**src/rtl/leve_pkg.sv**
```systemverilog
// Shared types and constants for the leve2 instruction fetch unit.
// LEVE_IF_FAULT_EN adds a per-entry AXI fault bit to fetch_entry_t.
package leve_pkg;

    localparam int XLEN               = 32;
    localparam int LEVE_DEPTH_DEFAULT = 4;

    localparam logic [XLEN-1:0] PC_STEP = XLEN'(4);

    typedef struct packed {
        logic [XLEN-1:0] pc;
        logic [31:0]     instr;
`ifdef LEVE_IF_FAULT_EN
        logic            fault;
`endif
    } fetch_entry_t;

endpackage

```
**src/rtl/leve2_fifo.sv**
```systemverilog
// Synchronous instruction buffer with flush; storage resets to zero so the
// head entry reads as zero under reset.
module leve2_fifo
    import leve_pkg::*;
#(
    parameter  int DEPTH = LEVE_DEPTH_DEFAULT,
    localparam int AW    = $clog2(DEPTH),
    localparam int CW    = AW + 1
) (
    input  logic         clk_i,
    input  logic         rst_n_i,
    input  logic         push_i,
    input  fetch_entry_t wdata_i,
    input  logic         pop_i,
    input  logic         flush_i,
    output fetch_entry_t head_o,
    output logic [CW-1:0] count_o
);

    fetch_entry_t    mem_q [DEPTH];
    logic [AW-1:0]   wr_q;
    logic [AW-1:0]   rd_q;
    logic [CW-1:0]   cnt_q;
    logic            do_push_s;
    logic            do_pop_s;

    assign do_push_s = push_i & (cnt_q != CW'(DEPTH));
    assign do_pop_s  = pop_i & (cnt_q != {CW{1'b0}});

    // Pointer, count and storage update; flush wins over push and pop.
    always_ff @(posedge clk_i or negedge rst_n_i) begin
        if (!rst_n_i) begin
            wr_q  <= {AW{1'b0}};
            rd_q  <= {AW{1'b0}};
            cnt_q <= {CW{1'b0}};
            for (int i = 0; i < DEPTH; i++) begin
                mem_q[i] <= '0;
            end
        end else if (flush_i) begin
            wr_q  <= {AW{1'b0}};
            rd_q  <= {AW{1'b0}};
            cnt_q <= {CW{1'b0}};
        end else begin
            if (do_push_s) begin
                mem_q[wr_q] <= wdata_i;
                wr_q        <= wr_q + AW'(1);
            end
            if (do_pop_s) begin
                rd_q <= rd_q + AW'(1);
            end
            cnt_q <= cnt_q + CW'(do_push_s) - CW'(do_pop_s);
        end
    end

    assign head_o  = mem_q[rd_q];
    assign count_o = cnt_q;

endmodule

```
**src/rtl/leve2_fetch.sv**
```systemverilog
// Instruction fetch unit: credit-limited AXI read initiator feeding a flushable
// instruction buffer. LEVE_IF_FAULT_EN adds the OFAULT port and fault storage.
module leve2_fetch
    import leve_pkg::*;
#(
    parameter int              DEPTH    = LEVE_DEPTH_DEFAULT,
    parameter logic [XLEN-1:0] RESET_PC = '0
) (
    input  logic            CLK,
    input  logic            RSTn,
    input  logic            IPC_WE,
    input  logic [XLEN-1:0] INEXT_PC,
    output logic            OVALID,
    input  logic            OREADY,
    output logic [XLEN-1:0] OPC,
    output logic [31:0]     OINSTR,
`ifdef LEVE_IF_FAULT_EN
    output logic            OFAULT,
`endif
    output logic            RII_ARVALID,
    input  logic            RII_ARREADY,
    output logic [XLEN-1:0] RII_ARADDR,
    input  logic            RII_RVALID,
    output logic            RII_RREADY,
    input  logic [31:0]     RII_RDATA,
    input  logic [1:0]      RII_RRESP
);

    localparam int AW = $clog2(DEPTH);
    localparam int CW = AW + 1;

    logic [CW-1:0]   out_q, out_d;
    logic [CW-1:0]   disc_q, disc_d;
    logic [CW-1:0]   occ_s, occ_d;
    logic [CW:0]     credit_s;
    logic [XLEN-1:0] fpc_q, fpc_d;
    logic [XLEN-1:0] rpc_q, rpc_d;
    logic [XLEN-1:0] araddr_q, araddr_d;
    logic            arv_q, arv_d;
    logic            stale_q, stale_d;
    logic            ar_hs_s, pend_s, r_hs_s, drop_s, push_s, pop_s;
    fetch_entry_t    wentry_s, head_s;

    assign ar_hs_s = arv_q & RII_ARREADY;
    assign pend_s  = arv_q & ~RII_ARREADY;
    assign r_hs_s  = RII_RVALID;
    assign drop_s  = r_hs_s & (disc_q != {CW{1'b0}});
    assign push_s  = r_hs_s & (disc_q == {CW{1'b0}}) & ~IPC_WE;
    assign pop_s   = OVALID & OREADY & ~IPC_WE;

    // Build the buffer entry from the R beat and the response PC.
    always_comb begin
        wentry_s       = '0;
        wentry_s.pc    = rpc_q;
        wentry_s.instr = RII_RDATA;
`ifdef LEVE_IF_FAULT_EN
        wentry_s.fault = RII_RRESP[1];
`endif
    end

`ifndef LEVE_IF_FAULT_EN
    logic unused_rresp_s;
    assign unused_rresp_s = ^RII_RRESP;
`endif

    // Next-state for counters, PCs and the AR channel. A pending AR caught by
    // a redirect is marked stale; its beat is discarded once it is accepted.
    always_comb begin
        out_d = out_q + CW'(ar_hs_s) - CW'(r_hs_s);
        if (IPC_WE) begin
            fpc_d   = INEXT_PC;
            rpc_d   = INEXT_PC;
            disc_d  = out_d;
            stale_d = pend_s;
            occ_d   = {CW{1'b0}};
        end else begin
            fpc_d   = (ar_hs_s & ~stale_q) ? (fpc_q + PC_STEP) : fpc_q;
            rpc_d   = push_s ? (rpc_q + PC_STEP) : rpc_q;
            disc_d  = disc_q - CW'(drop_s) + CW'(ar_hs_s & stale_q);
            stale_d = stale_q & pend_s;
            occ_d   = occ_s + CW'(push_s) - CW'(pop_s);
        end
        credit_s = {1'b0, occ_d} + {1'b0, out_d};
        arv_d    = pend_s | (credit_s < (CW+1)'(DEPTH));
        araddr_d = pend_s ? araddr_q : fpc_d;
    end

    // Fetch-side state registers.
    always_ff @(posedge CLK or negedge RSTn) begin
        if (!RSTn) begin
            out_q    <= {CW{1'b0}};
            disc_q   <= {CW{1'b0}};
            fpc_q    <= RESET_PC;
            rpc_q    <= RESET_PC;
            araddr_q <= RESET_PC;
            arv_q    <= 1'b0;
            stale_q  <= 1'b0;
        end else begin
            out_q    <= out_d;
            disc_q   <= disc_d;
            fpc_q    <= fpc_d;
            rpc_q    <= rpc_d;
            araddr_q <= araddr_d;
            arv_q    <= arv_d;
            stale_q  <= stale_d;
        end
    end

    leve2_fifo #(.DEPTH(DEPTH)) u_fifo (
        .clk_i   (CLK),
        .rst_n_i (RSTn),
        .push_i  (push_s),
        .wdata_i (wentry_s),
        .pop_i   (pop_s),
        .flush_i (IPC_WE),
        .head_o  (head_s),
        .count_o (occ_s)
    );

    assign OVALID      = (occ_s != {CW{1'b0}});
    assign OPC         = head_s.pc;
    assign OINSTR      = head_s.instr;
`ifdef LEVE_IF_FAULT_EN
    assign OFAULT      = head_s.fault;
`endif
    assign RII_ARVALID = arv_q;
    assign RII_ARADDR  = araddr_q;
    assign RII_RREADY  = 1'b1;

endmodule

```
**config.mk**
```make
export PLATFORM = sky130hd
export DESIGN_NAME = leve2_fetch
export DESIGN_NICKNAME = d
export VERILOG_FILES = /design/src/rtl/leve_pkg.sv /design/src/rtl/leve2_fifo.sv /design/src/rtl/leve2_fetch.sv
export SDC_FILE = /design/constraint.sdc
export NUM_CORES = 1
export LEC_CHECK = 0
export ABC_AREA = 1
export BUFFER_PORTS_ARGS = -buffer_cell sky130_fd_sc_hd__buf_4
export CORE_MARGIN = 5
export CORE_UTILIZATION = 40
export CTS_BUF_LIST = sky130_fd_sc_hd__clkbuf_8
export DETAILED_ROUTE_END_ITERATION = 8
export SETUP_SLACK_MARGIN = 0.05
export SYNTH_ARGS = -nofsm -noshare
export SYNTH_HDL_FRONTEND = slang
export SYNTH_HIERARCHICAL = 1
export SYNTH_SLANG_ARGS = --single-unit
export TNS_END_PERCENT = 10
```
**constraint.sdc**
```tcl
create_clock -name CLK -period 3.2 [get_ports CLK]
set_clock_uncertainty 0.15 [all_clocks]
set_input_delay 0.32 -clock CLK [delete_from_list [all_inputs] [get_ports CLK]]
set_output_delay 0.32 -clock CLK [all_outputs]
set_load 0.05 [all_outputs]
```
; Word-level counts from Yosys, hierarchy flattened
; Index checks and enable logic that the tools add are counted.
[op_classes]
div = 0
n_shift = 0
muxes = 18
n_reduce_logical = 8
eq_ne = 1
n_bitwise = 18
n_addsub = 13
mul = 0
magnitude_cmp = 4
[ops]
columns = operator, count
row1 = $bwmux W256, 1
row2 = $mux W64, 3
row3 = $bmux W64 S2, 1
row4 = $demux W64 S2, 1
row5 = $mux W32, 4
row6 = $add A32 B3 Y32 const B, 2
row7 = $add A3 B1 Y3, 4
row8 = $and A1 B1 Y1, 12
row9 = $sub A3 B1 Y3, 4
row10 = $mux W3, 3
row11 = $mux W2, 4
row12 = $ge A3 B3 Y1 const B, 2
row13 = $not A2 Y3, 2
row14 = $reduce_bool A2 Y1, 3
row15 = $reduce_bool A3 Y1, 2
row16 = $add A2 B1 Y2 const B, 2
row17 = $add A3 B3 Y4, 1
row18 = $lt A4 B3 Y1 const B, 1
row19 = $logic_not A3 Y1, 1
row20 = $lt A3 B1 Y1 const B, 1
row21 = $ne A3 B3 Y1 const B, 1
row22 = $not A1 Y1, 3
row23 = $reduce_and A2 Y1, 1
row24 = $logic_and A1 B1 Y1, 1
row25 = 2 further kinds, 2
[totals]
wordCells = 80
inputBits = 72
n_memories = 0
out_inout_bits = 99
ramBits = 0
reg_bits = 367
latch_bits = 0
rom_bits = 0

; Longest topological paths before layout
[depth]
depth_word = 9
ltp_mapped = 16
depth_no_buf = 14

; Hierarchy
; The synthesis kept the hierarchy.
[by_module_without_submodules]
columns = module, area_per_inst_um2, n_inst, seq_area_each_um2, cells_per_inst
row1 = leve2_fifo, 12759.7, 1, 6581.3, 1552
row2 = leve2_fetch, 5879.4, 1, 2602.5, 794

; Least setup slack after synthesis
; Ideal clock, no wire load.
[synth_timing]
path_kind = input -> register
from = input IPC_WE
to = register arv_q (netlist: RII_ARVALID)
required_time_ns = 2.940
t_arrival_ns = 2.653
slack_ns = 0.286
setup_ns = 0.110
path_stages = 14
path_buffers = 3
cell_sequence = clkbuf_1 -> inv_2 -> buf_2 -> buf_2 -> nand2_1 -> nor2_1 -> ha_1 -> inv_1 -> ha_1 -> fa_1 -> o21ai_0 -> a21oi_1 -> ha_1 -> o41ai_1
[synth_between]
word_cells_on_any_way = 9
classes_between = add/sub: 3 / order compare: 1 / mux: 1 / bitwise: 4
[synth_lines]
columns = item, line
row1 = "start, declared", leve2_fetch.sv:11  ; input logic IPC_WE,
row2 = $not A1 Y1 (no source line), n/a
row3 = $and A1 B1 Y1, leve2_fetch.sv:49  ; assign pop_s = OVALID & OREADY & ~IPC_WE;
row4 = via pop_s, leve2_fetch.sv:41  ; logic ar_hs_s, pend_s, r_hs_s, drop_s, push_s, pop_s;
row5 = $sub A3 B1 Y3, leve2_fetch.sv:81  ; occ_d = occ_s + CW'(push_s) - CW'(pop_s);
row6 = $mux W3, leve2_fetch.sv:70  ; if (IPC_WE) begin
row7 = $add A3 B3 Y4, leve2_fetch.sv:83  ; credit_s = {1'b0, occ_d} + {1'b0, out_d};
row8 = $lt A4 B3 Y1, leve2_fetch.sv:84  ; arv_d = pend_s | (credit_s < (CW+1)'(DEPTH));
row9 = $or A1 B1 Y1, leve2_fetch.sv:84
row10 = via arv_d, leve2_fetch.sv:39  ; logic arv_q, arv_d;
row11 = "end signal, assigned", leve2_fetch.sv:104  ; arv_q <= arv_d;
row12 = "end, declared", leve2_fetch.sv:39
; The timed path passes the listed nets, and every way through them passes these cells.
; A chain may end at the register's enable or synchronous reset.

; Final worst setup path
[layout_timing]
from = register u_fifo.rd_q[1]
to = output OPC[20]
[layout_between]
elab_chain_cells = 4
[layout_lines]
columns = item, line
row1 = "start, declared", leve2_fifo.sv:22  ; logic [AW-1:0] rd_q;
row2 = "start signal, assigned", leve2_fifo.sv:34  ; rd_q <= {AW{1'b0}};
row3 = "start signal, assigned", leve2_fifo.sv:41  ; rd_q <= {AW{1'b0}};
row4 = "start signal, assigned", leve2_fifo.sv:49  ; rd_q <= rd_q + AW'(1);
row5 = $not A2 Y3 (implied by the code), leve2_fifo.sv:55  ; assign head_o = mem_q[rd_q];
row6 = $bmux W64 S2, leve2_fifo.sv:55
row7 = $mux W64 (implied by the code) (2 in series), leve2_fifo.sv:55
row8 = "end, declared", leve2_fetch.sv:15  ; output logic [XLEN-1:0] OPC,
; Every way passes these cells. The select of a mux whose other input is x is not followed.

==> key figures <==
Timing
  – Max Clk Rate: 337 MHz
  – Setup WS post-layout: 0.228 ns
  – Least-Margin Pin Slew: 1.09 ns
  – Final slew viol count: 0
  – Final hold vios: 0
  – Final setup viols: 0
  – Slew headroom: 27.0%
  – Hold WS: 0.0826 ns
  – Crit share post-route: 92.9%
  – Setup_tns: 0 ns
  – Post-route minimum period: 2.97 ns
  – RSZ-0062 raised after global routing: no

Logic synthesis
  – Ranking of synthesized cells by area: dfrtp_1 (49%), nand2_1 (16%), nand4_1 (9.0%)
  – Yosys reg bits: 367
  – Mapped Nets: 2438
  – EDFF count, synth: 0
  – Synthesized area: 18600 sq um
  – Post-synth top area cell: dfrtp_1
  – Primary FF master, synth: dfrtp_1
  – Netlist cell types: 46
  – Syn Inst Count: 2346
  – Asr flop ratio synth: 100%
  – Synth top area share: 49.3%
  – Avg Cell Area, Syn: 7.95 sq um
  – Sequential share of the synthesized area: 49.3%
  – Synth warn: 6

Power and ir drop
  – Leak Pwr: 11.6 nW
  – PwrDens: 707 nW/um^2
  – Total power: 0.0158 W
  – Worst VDD drop: 528 uV

Setup path
  – Crit Path Class: reg -> out
  – Slowest-stage cell, CP: dfrtp_2
  – Worst setup EP type: primary output
  – Critical Path Max Stage Delay: 0.58 ns
  – Most common cell on crit path: buf_4
  – Critical Path RT: 2.73 ns
  – WP buf/inv: 3
  – Reg-to-Reg Start: disc_q[1]
  – Setup crit start kind: flip-flop
  – Crit path launch: u_fifo/rd_q[1]
  – CP arrival: 2.50 ns
  – Critical path fanouts, max: 32
  – Cell Chain, Critical Path: clkinv_1 > buf_4 > o21ai_0 > o22ai_1 > buf_4
  – Crit-path leading delay family: buffers and inverters

Floorplan
  – Cell Rows: 79
  – Core Area: 46400 sq um
  – Num ports: 171
  – Die area: 51000 sq um
  – Starting Density: 40.2%
  – Die W: 226 um
  – Die height: 226 um

Global routing
  – Initial antenna violation count: 0
  – GRT Overall Usage: 22.6%
  – Grt ovf: 0
  – First-pass GRT wire length: 93900 um
  – Vias in the first global route: 17500
  – Pin count of the biggest net entering global routing: 161

Finish
  – Area grow syn2layout: 20.2%
  – Share of cells above drive strength 1: 14.1%
  – # fillers: 4514
  – Post-layout util: 48.3%
  – Ant diodes: 0
  – Layout Nets: 2616

Detailed routing
  – Total Wirelength: 58200 um
  – DR vias: 17500
  – DR pass1 iterations: 6
  – Vias per cell: 5.52
  – Routed Antenna Nets: 0
  – Routed length per placed instance: 18.3 um
  – DRC: 0
  – Initial drt markers: 1575

Clock network
  – PostCTS Resize Cnt: 0
  – Clk buf depth: 3
  – Sink Count: 367
  – Worst-path clk slew: 0.05 ns
  – Cts bufs inserted: 68
  – # H-tree levels: 3
  – CTS Root Cell: clkbuf_8
  – CTS tree: done
  – Clk Latency, worst-skew pair: 0.63 ns

Flow run
  – MaxCap Viol Count: 0

Placed design
  – Place WS: 0.376 ns
  – Post-DP HPWL: 34000 um
  – RePlAce Congestion: 0.880
  – PortBufs: 167

Min path
  – Min-delay src: RII_RVALID
  – Worst hold path type: in -> reg

Status
  – Status: finished clean
-- state kept, by name, indices dropped and copies added, names as in the netlist --
| name | count |
|---|---|
| fpc_q | 32 |
| u_fifo/wr_q | 2 |
| rpc_q | 32 |
| RII_ARADDR | 32 |
| u_fifo/rd_q | 2 |
| stale_q | 1 |
| disc_q | 3 |
| u_fifo/mem_q | 256 |
| out_q | 3 |
| u_fifo/count_o | 3 |
| RII_ARVALID | 1 |
-- cell usage in the layout, fill, tap and decap left out, types with 8 or more instances in the layout --
master,instances
inv_1,113
nor3_1,15
a31oi_1,15
nor2_1,202
buf_12,14
nor2_2,8
o21ai_0,157
nand4_1,268
dfrtp_1,365
dlygate4sd3_1,66
ha_1,12
o22ai_1,66
o211ai_1,11
buf_4,200
xor2_1,15
clkbuf_8,93
nand3_1,66
nand2_1,801
-- worst register-to-register path, cell delays in order (launching register included) --
cell,delay (ns)
dfrtp_1,0.42
inv_1,0.09
nand4_1,0.13
nor2_2,0.13
inv_1,0.06
ha_1,0.27
inv_1,0.04
ha_1,0.18
fa_1,0.37
o21ai_0,0.17
a21oi_1,0.07
ha_1,0.28
o41ai_1,0.35
-- cell type report --
class                   count  area (sq um)  share of cell area, %
clock buffers              93          1280                   5.71
repair buffers            281          2460                   11.0
multi-input cells        1699          8200                   36.6
inverters                 107           408                   1.82
clock inverters            22           105                  0.469
well taps                 607           759                   3.39
flip-flops and latches    367          9190                   41.0
-- what timing repair did --
action	in CTS	in global routing
setup buffers	0	0
endpoints found under the hold margin	291	0
hold buffers	66	0
-- power by group --
group	internal, W	switching, W
sequential	0.00540	0.000613
combinational	0.00156	0.00365
clock	0.00257	0.00203
-- cell families after synthesis --
group | after synthesis | synth area share (%)
compound gates | 273 | 8.32
xor+xnor | 18 | 0.846
fa+ha+maj | 20 | 1.50
buf+inv | 280 | 6.79
flops | 367 | 49.3
other cells | 1 | 0.0201
simple gates | 1387 | 33.2
-- synthesized netlist by cell type, types with 16 or more instances --
| cell type | number |
|---|---|
| buf_2 | 69 |
| buf_4 | 28 |
| clkbuf_1 | 61 |
| dfrtp_1 | 367 |
| ha_1 | 16 |
| inv_1 | 100 |
| nand2_1 | 801 |
| nand3_1 | 66 |
| nand4_1 | 268 |
| nor2_1 | 203 |
| o21ai_0 | 157 |
| o22ai_1 | 66 |
-- through the flow --
step / cell area, sq um / std cells
4_1_cts: 22400 / 3176
3_3_place_gp: 20400 / 2995
2_1_floorplan: 18600 / 2346
5_1_grt: 22400 / 3176
3_5_place_dp: 20400 / 2995
6_report: 22400 / 3176
-- layer usage --
layer	up-vias	share of wire (%)	GRT usage, %
li1	8247	-	-
met1	8473	44	31.6
met2	691	47	36.3
met3	108	7.3	3.80
met4	0	2.5	7.20
met5	-	0	0
-- path summary, 6_finish.rpt --
check	to	slack, ns	depth (start not counted)
min in group asynchronous	u_fifo/mem_q[23]	0.15	2
max in group asynchronous	u_fifo/mem_q[182]	1.85	3
setup / recovery	OPC[20]	0.23	5
hold / removal	out_q[0]	0.08	4
hold reg to reg	u_fifo/mem_q[83]	0.32	2
setup reg to reg	RII_ARVALID	0.39	12
Note: power is estimated with default switching activity, not from simulation.
